`src/rtl/mcu_spi_link.sv`:
```
// SPI mode-0 slave front end: decodes a leading target byte, strobes payload bytes to the
// selected target and serialises its reply on MISO. Optional partial-byte timeout: MCU_SPI_TIMEOUT_EN.
module mcu_spi_link #(
    parameter int unsigned TIMEOUT = 1023
) (
    input  logic       clk,
    input  logic       reset_n,
    input  logic       spi_ss_n,
    input  logic       spi_sclk,
    input  logic       spi_mosi,
    output logic       spi_miso,
    output logic       data_in_strobe,
    output logic       data_in_start,
    output logic [7:0] data_in,
    output logic [1:0] target,
    output logic       target_valid,
    input  logic [7:0] data_out_sys,
    input  logic [7:0] data_out_hid,
    input  logic [7:0] data_out_sdc,
    input  logic [7:0] data_out_aux
);

    typedef enum logic [1:0] {ST_IDLE, ST_TGT, ST_CMD, ST_DATA} state_t;

    state_t     state;
    logic [1:0] ss_sr, sclk_sr, mosi_sr;
    logic       ss_d, sclk_d;
    logic [1:0] prime;
    logic       armed;
    logic [2:0] bit_cnt;
    logic [6:0] rx_sr;
    logic [7:0] tx;
    logic       skip_shift;
    logic       done_d1, done_d2, tgt_d1, tgt_d2;

    logic       ss_sync, sclk_sync, mosi_sync;
    logic       sclk_rise, sclk_fall, byte_done;
    logic [7:0] rx_next;
    logic [7:0] load_val;

    assign ss_sync   = ss_sr[1];
    assign sclk_sync = sclk_sr[1];
    assign mosi_sync = mosi_sr[1];
    assign sclk_rise = ~ss_sync & sclk_sync & ~sclk_d;
    assign sclk_fall = ~ss_sync & ~sclk_sync & sclk_d;
    assign byte_done = sclk_rise && (bit_cnt == 3'd7) && (state != ST_IDLE);
    assign rx_next   = {rx_sr, mosi_sync};
    assign spi_miso  = tx[7];

    // Reply after the target byte itself is always zero, as is any reply in an invalid frame.
    always_comb begin
        load_val = 8'h00;
        if (target_valid && !tgt_d2) begin
            case (target)
                2'd0:    load_val = data_out_sys;
                2'd1:    load_val = data_out_hid;
                2'd2:    load_val = data_out_sdc;
                default: load_val = data_out_aux;
            endcase
        end
    end

`ifdef MCU_SPI_TIMEOUT_EN
    localparam int unsigned CNT_W = $clog2(TIMEOUT + 1);
    logic [CNT_W-1:0] tmo_cnt;
`endif

    always_ff @(posedge clk or negedge reset_n) begin
        if (!reset_n) begin
            state          <= ST_IDLE;
            ss_sr          <= 2'b11;
            sclk_sr        <= 2'b00;
            mosi_sr        <= 2'b00;
            ss_d           <= 1'b1;
            sclk_d         <= 1'b0;
            prime          <= 2'b00;
            armed          <= 1'b0;
            bit_cnt        <= 3'd0;
            rx_sr          <= 7'd0;
            tx             <= 8'h00;
            skip_shift     <= 1'b0;
            done_d1        <= 1'b0;
            done_d2        <= 1'b0;
            tgt_d1         <= 1'b0;
            tgt_d2         <= 1'b0;
            data_in_strobe <= 1'b0;
            data_in_start  <= 1'b0;
            data_in        <= 8'h00;
            target         <= 2'd0;
            target_valid   <= 1'b0;
`ifdef MCU_SPI_TIMEOUT_EN
            tmo_cnt        <= '0;
`endif
        end else begin
            ss_sr          <= {ss_sr[0], spi_ss_n};
            sclk_sr        <= {sclk_sr[0], spi_sclk};
            mosi_sr        <= {mosi_sr[0], spi_mosi};
            ss_d           <= ss_sync;
            sclk_d         <= sclk_sync;
            prime          <= {prime[0], 1'b1};
            // Only a select seen high after reset arms the next frame; a frame cut by reset is not resumed.
            armed          <= armed | (prime[1] & ss_sync);
            data_in_strobe <= 1'b0;
            data_in_start  <= 1'b0;
            done_d1        <= byte_done;
            done_d2        <= done_d1;
            tgt_d1         <= (state == ST_TGT);
            tgt_d2         <= tgt_d1;

            if (ss_sync) begin
                state        <= ST_IDLE;
                bit_cnt      <= 3'd0;
                target_valid <= 1'b0;
                tx           <= 8'h00;
                skip_shift   <= 1'b0;
`ifdef MCU_SPI_TIMEOUT_EN
                tmo_cnt      <= '0;
`endif
            end else if (state == ST_IDLE) begin
                if (armed) begin
                    state      <= ST_TGT;
                    bit_cnt    <= 3'd0;
                    tx         <= 8'h00;
                    skip_shift <= 1'b0;
                end
            end else begin
                if (sclk_rise) begin
                    rx_sr   <= rx_next[6:0];
                    bit_cnt <= bit_cnt + 3'd1;
                end

                if (byte_done) begin
                    case (state)
                        ST_TGT: begin
                            state        <= ST_CMD;
                            target_valid <= (rx_next <= 8'd3);
                            if (rx_next <= 8'd3) target <= rx_next[1:0];
                        end
                        ST_CMD: begin
                            state <= ST_DATA;
                            if (target_valid) begin
                                data_in        <= rx_next;
                                data_in_strobe <= 1'b1;
                                data_in_start  <= 1'b1;
                            end
                        end
                        default: begin
                            if (target_valid) begin
                                data_in        <= rx_next;
                                data_in_strobe <= 1'b1;
                            end
                        end
                    endcase
                end

                // The falling edge that closes the last bit must not shift out the fresh reply's MSB.
                if (done_d2) begin
                    tx         <= load_val;
                    skip_shift <= 1'b1;
                end else if (sclk_fall) begin
                    if (skip_shift) skip_shift <= 1'b0;
                    else            tx         <= {tx[6:0], 1'b0};
                end

`ifdef MCU_SPI_TIMEOUT_EN
                if (sclk_rise || sclk_fall || bit_cnt == 3'd0) begin
                    tmo_cnt <= '0;
                end else if (tmo_cnt == CNT_W'(TIMEOUT)) begin
                    tmo_cnt <= '0;
                    bit_cnt <= 3'd0;
                end else begin
                    tmo_cnt <= tmo_cnt + CNT_W'(1);
                end
`endif
            end
        end
    end

endmodule

```
`config.mk`:
```
export PLATFORM = sky130hd
export DESIGN_NAME = mcu_spi_link
export DESIGN_NICKNAME = d
export VERILOG_FILES = /design/src/rtl/mcu_spi_link.sv
export SDC_FILE = /design/constraint.sdc
export NUM_CORES = 1
export LEC_CHECK = 0
export ABC_CLOCK_PERIOD_IN_PS = 4500
export CORE_MARGIN = 3
export CORE_UTILIZATION = 40
export DETAILED_ROUTE_END_ITERATION = 7
export PLACE_DENSITY_LB_ADDON = 0.05
export SLEW_MARGIN = 30
export SYNTH_ARGS = -nofsm -noshare
export SYNTH_HDL_FRONTEND = slang
export SYNTH_SLANG_ARGS = --single-unit
```
`constraint.sdc`:
```
create_clock -name clk -period 4.5 [get_ports clk]
set_clock_uncertainty 0.1 [all_clocks]
set_input_delay 1.35 -clock clk [delete_from_list [all_inputs] [get_ports clk]]
set_output_delay 1.35 -clock clk [all_outputs]
set_load 0.01 [all_outputs]
```
==> load_flow_metrics.sql, run 1 <==
INSERT INTO impl_metrics (metric_group, metric, value, unit) VALUES
('outcome', 'outcome', 'completed', ''),
('global_route', 'first_global_vias', '1392', ''),
('yosys', 'syn_nets', '172', ''),
('global_route', 'grt.total_usage', '15.04', '%'),
('global_route', 'antenna_found_initial', '0', ''),
('cts', 'clk_transition_reported_paths', '0.09', 'ns'),
('setup_path', 'critical_path.max_stage_delay', '0.66', 'ns'),
('routing', 'final_antenna_net_count', '0', ''),
('floorplanning', 'die_height', '77.14', 'um'),
('cts', 'numCtsBuffers', '5', ''),
('routing', 'viasPerCell', '5.210', ''),
('setup_path', 'cpLargestDelayFamily', 'flip-flops', ''),
('cts', 'clk_lat_worst_skew', '0.29', 'ns'),
('cells_and_area', 'areaGrowthSynthToFinish', '31.40', '%'),
('setup_path', 'worstPathCellList', 'clkdlybuf4s50_1', ''),
('sta', 'totalNegativeSetupSlack', '0', 'ns'),
('yosys', 'ys_warn_count', '0', ''),
('yosys', 'netlist_area', '0.002024', 'mm^2'),
('routing', 'route.detailed.drc', '0', ''),
('cts', 'cts_resized', '0', ''),
('setup_path', 'cell_depth_of_the_worst_flop_to_flop_path', '5', ''),
('setup_path', 'cp-end-kind', 'primary output', ''),
('sta', 'final-max-slew-violation-count', '0', ''),
('cells_and_area', 'postLayoutCoreUtil', '55.22', '%'),
('yosys', 'distinct_cells_synth', '37', ''),
('global_route', 'maximum_number_of_pins_on_one_net_before_global_route_repair', '49', ''),
('routing', 'detail_route.first_pass.iterations', '4', ''),
('yosys', 'synth_area_per_cell', '15.22', 'um^2'),
('sta', 'final-setup-viol-count', '0', ''),
('setup_path', 'worst_ep_required_time', '3.05', 'ns'),
('flow_run', 'max_cap_viol_count', '0', ''),
('sta', 'timing.final.hold_violations', '0', ''),
('worst_hold_path', 'holdCritStartpoint', 'done_d1$_DFF_PN0_', ''),
('sta', 'finalHoldWorstSlack', '0.2563', 'ns'),
('routing', 'initialDrtViolationCount', '63', ''),
('setup_path', 'critical_path.endpoint', 'target[0]', ''),
('place', 'post_dp_cell_area', '0.002572', 'mm^2'),
('yosys', 'sequential_share_of_the_synthesized_area', '59.46', '%'),
('yosys', 'synthCells', '133', ''),
('sta', 'rsz_0062_raised_after_global_routing', 'false', ''),
('floorplanning', 'core', '0.004817', 'mm^2'),
('cts', 'cts_max_path_buffers', '2', ''),
('cts', 'ctsRootBufferMaster', 'clkbuf_8', ''),
('cts', 'cts_tree', 'yes', ''),
('setup_path', 'worst-path-buf-inv', '1', ''),
('yosys', 'yosysTopAreaCellShare', '56.86', '%'),
('place', 'io_buf_count', '50', ''),
('global_route', 'grt_first_pass_wirelength', '6969', 'um'),
('cells_and_area', 'final_net_count', '223', ''),
('setup_path', 'reg2reg_to', 'data_in[6]$_DFFE_PN0P_', ''),
('global_route', 'grt_overflow_total', '0', ''),
('sta', 'worstMarginPinSlew', '0.6232', 'ns'),
('cts', 'h_tree_depth', '2', ''),
('floorplanning', 'design.portCount', '51', ''),
('routing', 'detail_route.wl_per_cell', '16.10', 'um'),
('setup_path', 'rrSetupSlack', '2.45', 'ns'),
('setup_path', 'worst-setup-path-type', 'reg2out', ''),
('pwr', 'p_leak', '1.194', 'nW'),
('sta', 'post-route-min-period', '3.044', 'ns'),
('setup_path', 'startpoint_class', 'flip-flop', ''),
('setup_path', 'critical_path.reg2reg.startpoint', 'bit_cnt[0]$_DFFE_PN0P_', ''),
('floorplanning', 'std_cell_rows', '25', ''),
('floorplanning', 'chip_width', '77.14', 'um'),
('yosys', 'synth_area_leaders', 'dfrtp_1 (57%), mux2_2 (10%), mux4_2 (7.8%)', ''),
('routing', 'via_count', '1313', ''),
('floorplanning', 'fp.dieArea', '0.005951', 'mm^2'),
('sta', 'clock.fmax', '0.3285', 'GHz'),
('setup_path', 'critical-path-slowest-cell', 'dfrtp_1', ''),
('yosys', 'synthDominantAreaCellType', 'dfrtp_1', ''),
('setup_path', 'critical_path_cell_count', '1', ''),
('setup_path', 'arrival', '1.59', 'ns');
[state kept, by name (all words and copies together) (netlist names), 2 cells and up]
name and count:
bit_cnt 3, data_in 8, mosi_sr 2, prime 2
rx_sr 7, sclk_sr 2, ss_sr 2, state 2
target 2, tx 8
[per-layer routing]
metal	global-route usage [%]	wire [um]	vias to the layer above
li1	-	-	600
met1	18.46	1664	678
met2	25.82	2207	30
met3	3.873	143	5
met4	4.804	42	0
met5	0	0	-
[report_power, final]
| part | total, W | switching [W] | internal [W] |
|---|---|---|---|
| Sequential | 0.000468 | 0.0000172 | 0.000451 |
| Combinational | 0.0000741 | 0.0000253 | 0.0000487 |
| Clock | 0.000245 | 0.000137 | 0.000108 |
| Total | 0.000787 | 0.000179 | 0.000608 |
[stage by stage]
| stage | instances | power, W | setup slack (ns) |
|---|---|---|---|
| 6_report | 252 | 0.0007870 | 1.456 |
| 5_1_grt | 252 | 0.0008295 | 1.331 |
| 4_1_cts | 252 | 0.0007970 | 1.400 |
| 3_5_place_dp | 244 | 0.0005524 | 1.576 |
| 3_3_place_gp | 244 | 0.0005492 | 1.588 |
| 2_1_floorplan | 133 | 0.0005020 | 2.071 |
[cell type report]
cell class	count	area, um^2
flip-flops and latches	48	1204
clock buffers	5	68.82
multi-input cells	78	779.5
repair buffers	51	505.5
well taps	67	83.83
clock inverters	3	18.77
fillers	421	2157
[cell usage in the layout, fill, tap and decap left out, drive strengths merged, types with 5 or more instances in the layout]
cell type	synthesis	final
clkdlybuf4s50	0	49
dfrtp	46	46
and3	8	8
clkbuf	2	5
mux2	18	18
nor2b	5	5
mux4	8	8
a221o	7	7
[synth_stat cells]
| cell | number |
|---|---|
| a22o_1 | 3 |
| clkbuf_2 | 1 |
| clkbuf_1 | 1 |
| conb_1 | 1 |
| and3b_1 | 1 |
| nor4_1 | 1 |
| o31ai_2 | 1 |
| mux2_2 | 18 |
| mux4_2 | 7 |
| nand4_1 | 1 |
| and2_1 | 1 |
| nor2_1 | 3 |
| and3_1 | 8 |
| a21bo_2 | 1 |
| nor2b_1 | 5 |
| or4_1 | 1 |
| dfstp_2 | 2 |
| a32o_1 | 1 |
| ha_1 | 2 |
| or2_1 | 1 |
| nor3b_2 | 1 |
| a221o_1 | 7 |
| buf_4 | 1 |
| buf_1 | 1 |
| dfrtp_1 | 46 |
| buf_6 | 1 |
| mux4_1 | 1 |
| nand2_1 | 2 |
| a21o_1 | 1 |
| buf_2 | 2 |
| a21oi_1 | 2 |
| and4bb_2 | 1 |
| nor3b_1 | 2 |
| o21bai_2 | 1 |
| nor3_1 | 1 |
| mux2i_1 | 1 |
| o21ai_0 | 2 |
[logic make-up after synthesis]
family / synth area share, %
DFF: 59.46
muxes: 19.59
buffers and inverters: 2.039
and+or+nand+nor: 9.209
adders and majority gates: 1.236
AOI/OAI and AO/OA: 8.282
other: 0.1852
[worst min path at each step]
stage          depth (start not counted)  slack (ns)            endpoint
6_report                               0        0.26   done_d2$_DFF_PN0_
5_1_grt                                0        0.26  ss_sr[1]$_DFF_PN1_
4_1_cts                                0        0.26   done_d2$_DFF_PN0_
3_5_place_dp                           0        0.24   done_d2$_DFF_PN0_
3_3_place_gp                           0        0.23   done_d2$_DFF_PN0_
2_1_floorplan                          0        0.23   done_d2$_DFF_PN0_
No activity file was read; power rests on OpenSTA's default activity.
==> run 2, diff against run 1 <==
--- a/config.mk
+++ b/config.mk
@@ -5,7 +5,7 @@
 export SDC_FILE = /design/constraint.sdc
 export NUM_CORES = 1
 export LEC_CHECK = 0
-export ABC_CLOCK_PERIOD_IN_PS = 4500
+export ABC_CLOCK_PERIOD_IN_PS = 2900
 export CORE_MARGIN = 3
 export CORE_UTILIZATION = 40
 export DETAILED_ROUTE_END_ITERATION = 7
==> constraint.sdc (replaced) <==
create_clock -name clk -period 2.9 [get_ports clk]
set_clock_uncertainty 0.1 [all_clocks]
set_input_delay 0.87 -clock clk [delete_from_list [all_inputs] [get_ports clk]]
set_output_delay 0.87 -clock clk [all_outputs]
set_load 0.01 [all_outputs]
==> run 2 against run 1 <==
Effect of this change:
- core utilization up 0.44 points
- global-route usage up 0.49 points
- non-clock buffer count up 2
- clock power rose by 69%
- sequential power rose by 55%
- cell area up 0.80%
- flip-flop and latch count unchanged
- cell count grew 0.79%
- register-to-register slack worse by 1.6 ns
- largest power group unchanged
==> load_flow_metrics.sql, run 2 (synthesized netlist as in run 1, its figures left out) <==
INSERT INTO impl_metrics (metric_group, metric, value, unit) VALUES
('outcome', 'outcome', 'completed', ''),
('setup_path', 'worst-setup-path-type', 'reg2out', ''),
('sta', 'post-route-min-period', '2.577', 'ns'),
('setup_path', 'cp-end-kind', 'primary output', ''),
('cts', 'setup_buffers_after_cts', '0', ''),
('routing', 'via_count', '1314', ''),
('place', 'post_dp_cell_area', '0.002585', 'mm^2'),
('setup_path', 'worst_ep_required_time', '1.93', 'ns'),
('cells_and_area', 'areaGrowthSynthToFinish', '32.45', '%'),
('cts', 'h_tree_depth', '2', ''),
('setup_path', 'reg2reg_to', 'data_in[0]$_DFFE_PN0P_', ''),
('global_route', 'first_global_vias', '1420', ''),
('pwr', 'combinationalPowerShare', '9.3', '%'),
('setup_path', 'critical_path_cell_count', '1', ''),
('pwr', 'powerDensity', '468.6', 'mW/mm^2'),
('cts', 'clk_transition_reported_paths', '0.08', 'ns'),
('pwr', 'netSwitchingFraction', '22.71', '%'),
('sta', 'final-max-slew-violation-count', '0', ''),
('worst_hold_path', 'hold_path.class', 'reg2reg', ''),
('cts', 'cts_max_path_buffers', '2', ''),
('sta', 'rsz_0062_raised_after_global_routing', 'false', ''),
('cells_and_area', 'final_net_count', '225', ''),
('global_route', 'antenna_found_initial', '0', ''),
('pwr', 'power.switching', '0.0002854', 'W'),
('sta', 'post-route-period-util', '88.86', '%'),
('sta', 'timing.final.hold_violations', '0', ''),
('setup_path', 'critical_path.endpoint', 'target[0]', ''),
('cells_and_area', 'fillers', '419', ''),
('setup_path', 'critical_path.reg2reg.startpoint', 'bit_cnt[0]$_DFFE_PN0P_', ''),
('cells_and_area', 'n_antenna_cell', '0', ''),
('sta', 'final-setup-viol-count', '0', ''),
('setup_path', 'critPathMaxFanout', '10', ''),
('global_route', 'met1_track_demand_over_resource', '19.05', '%'),
('cells_and_area', 'final_cell_mix', 'clkdlybuf4s50_1 (49), dfrtp_1 (46), mux2_2 (18)', ''),
('floorplanning', 'std_cell_rows', '25', ''),
('setup_path', 'cpLargestDelayFamily', 'flip-flops', ''),
('place', 'gp_congestion', '0.7309', ''),
('cells_and_area', 'largestRegisters', 'data_in x8, tx x8, rx_sr x7', ''),
('setup_path', 'startpoint_class', 'flip-flop', ''),
('global_route', 'grt_overflow_total', '0', ''),
('cts', 'ctsRootBufferMaster', 'clkbuf_8', ''),
('routing', 'final_antenna_net_count', '0', ''),
('sta', 'clock.fmax', '0.3881', 'GHz'),
('place', 'io_buf_count', '50', ''),
('cts', 'clk_lat_worst_skew', '0.30', 'ns'),
('floorplanning', 'die_height', '77.14', 'um'),
('routing', 'route.detailed.drc', '0', ''),
('pwr', 'power.share.sequential', '57.8', '%'),
('global_route', 'grt.total_usage', '15.54', '%'),
('pwr', 'p_leak', '1.206', 'nW'),
('sta', 'totalNegativeSetupSlack', '0', 'ns'),
('setup_path', 'setup.worst_path.start', 'target[0]$_DFFE_PN0P_', ''),
('cts', 'cts_resized', '0', ''),
('setup_path', 'cell_depth_of_the_worst_flop_to_flop_path', '5', ''),
('cells_and_area', 'layout.cells.most_common', 'clkdlybuf4s50_1', ''),
('flow_run', 'max_cap_viol_count', '0', ''),
('routing', 'wire_length_after_detailed_routing', '4179', 'um'),
('global_route', 'grt_use_met2', '25.99', '%'),
('cells_and_area', 'fin_area', '0.002681', 'mm^2'),
('global_route', 'maximum_number_of_pins_on_one_net_before_global_route_repair', '32', ''),
('global_route', 'gr-max-usage-layer', 'met2', ''),
('cts', 'numCtsBuffers', '5', ''),
('floorplanning', 'floorplan.initialDensity', '42.03', '%'),
('setup_path', 'critical-path-slowest-cell', 'dfrtp_1', ''),
('setup_path', 'critical_path.max_stage_delay', '0.67', 'ns'),
('floorplanning', 'chip_width', '77.14', 'um'),
('routing', 'detail_route.wl_per_cell', '16.45', 'um'),
('sta', 'timing.max_slew.rel_slack', '54.18', '%'),
('cts', 'cts_hold_buffers', '0', ''),
('cells_and_area', 'post_route_cells_drive_above_1_share', '23.53', '%'),
('worst_hold_path', 'worstHoldPathCells', '0', ''),
('routing', 'viasPerCell', '5.173', ''),
('floorplanning', 'design.portCount', '51', ''),
('cts', 'clock_sinks', '48', ''),
('setup_path', 'worstPathCellList', 'clkdlybuf4s50_1', ''),
('floorplanning', 'fp.dieArea', '0.005951', 'mm^2'),
('floorplanning', 'core', '0.004817', 'mm^2'),
('sta', 'worstMarginPinSlew', '0.6873', 'ns'),
('setup_path', 'worst-path-buf-inv', '1', ''),
('cts', 'cts_tree', 'yes', ''),
('routing', 'initialDrtViolationCount', '41', ''),
('global_route', 'grt_first_pass_wirelength', '7203', 'um'),
('setup_path', 'arrival', '1.61', 'ns'),
('pwr', 'share_clk_of_total_power', '32.9', '%'),
('pwr', 'peakVddDrop', '0.3582', 'mV'),
('setup_path', 'rrSetupSlack', '0.87', 'ns'),
('pwr', 'internal_power', '0.0009710', 'W'),
('place', 'post-dp-hpwl', '3211', 'um'),
('routing', 'detail_route.first_pass.iterations', '6', ''),
('global_route', 'globalRouteMet3Util', '3.991', '%');
## run 2: area by class of cell
cell class                 instances  area, um^2  share of cell area, %
clock buffer                       6       82.58                  3.080
clock inverter                     2       13.76                 0.5133
multi-input combinational         78       779.5                  29.07
sequential                        48        1204                  44.89
tap                               67       83.83                  3.126
timing repair buffer              53       518.0                  19.32
## run 2: how the worst min path moves through the flow
| stage | slack (ns) | end | from |
|---|---|---|---|
| after floorplan | 0.23 | done_d2$_DFF_PN0_ | done_d1$_DFF_PN0_ |
| after global placement | 0.23 | tgt_d2$_DFF_PN0_ | tgt_d1$_DFF_PN0_ |
| after detailed placement | 0.24 | tgt_d2$_DFF_PN0_ | tgt_d1$_DFF_PN0_ |
| after CTS | 0.26 | done_d2$_DFF_PN0_ | done_d1$_DFF_PN0_ |
| after global routing | 0.26 | ss_sr[1]$_DFF_PN1_ | ss_sr[0]$_DFF_PN1_ |
| final | 0.26 | mosi_sr[1]$_DFF_PN0_ | mosi_sr[0]$_DFF_PN0_ |
## run 2: worst register-to-register path: stages, from the launching register on
cell	delay, ns
dfrtp_1	0.37
ha_1	0.15
ha_1	0.13
and3b_1	0.29
and3_1	0.49
mux2_2	0.40
## run 2: power groups by stage
stage | registers, W | logic [W] | clock network, W
2_1_floorplan | 0.000729 | 0.0000501 | 0
3_3_place_gp | 0.000739 | 0.000116 | 0
6_report | 0.000726 | 0.000117 | 0.000413
5_1_grt | 0.000731 | 0.000128 | 0.000465
3_5_place_dp | 0.000740 | 0.000120 | 0
4_1_cts | 0.000727 | 0.000120 | 0.000432
## run 2: per-layer routing
metal  share of wire [%]  wire (um)
met3                 3.9        163
met4                 1.6         68
met1                  41       1712
met2                  53       2235
met5                   0          0
## run 2: per-stage QoR
step / std cells / setup WS (ns) / hold slack [ns] / utilization [%] / total power, W
final: 254 / 0.3231 / 0.2555 / 55.66 / 0.001256
after global routing: 254 / 0.1800 / 0.2630 / 55.66 / 0.001325
after CTS: 254 / 0.2674 / 0.2589 / 55.66 / 0.001279
after detailed placement: 246 / 0.4563 / 0.2379 / 53.66 / 0.0008600
after global placement: 246 / 0.4657 / 0.2343 / 53.66 / 0.0008548
after floorplan: 133 / 0.9508 / 0.2312 / - / 0.0007790
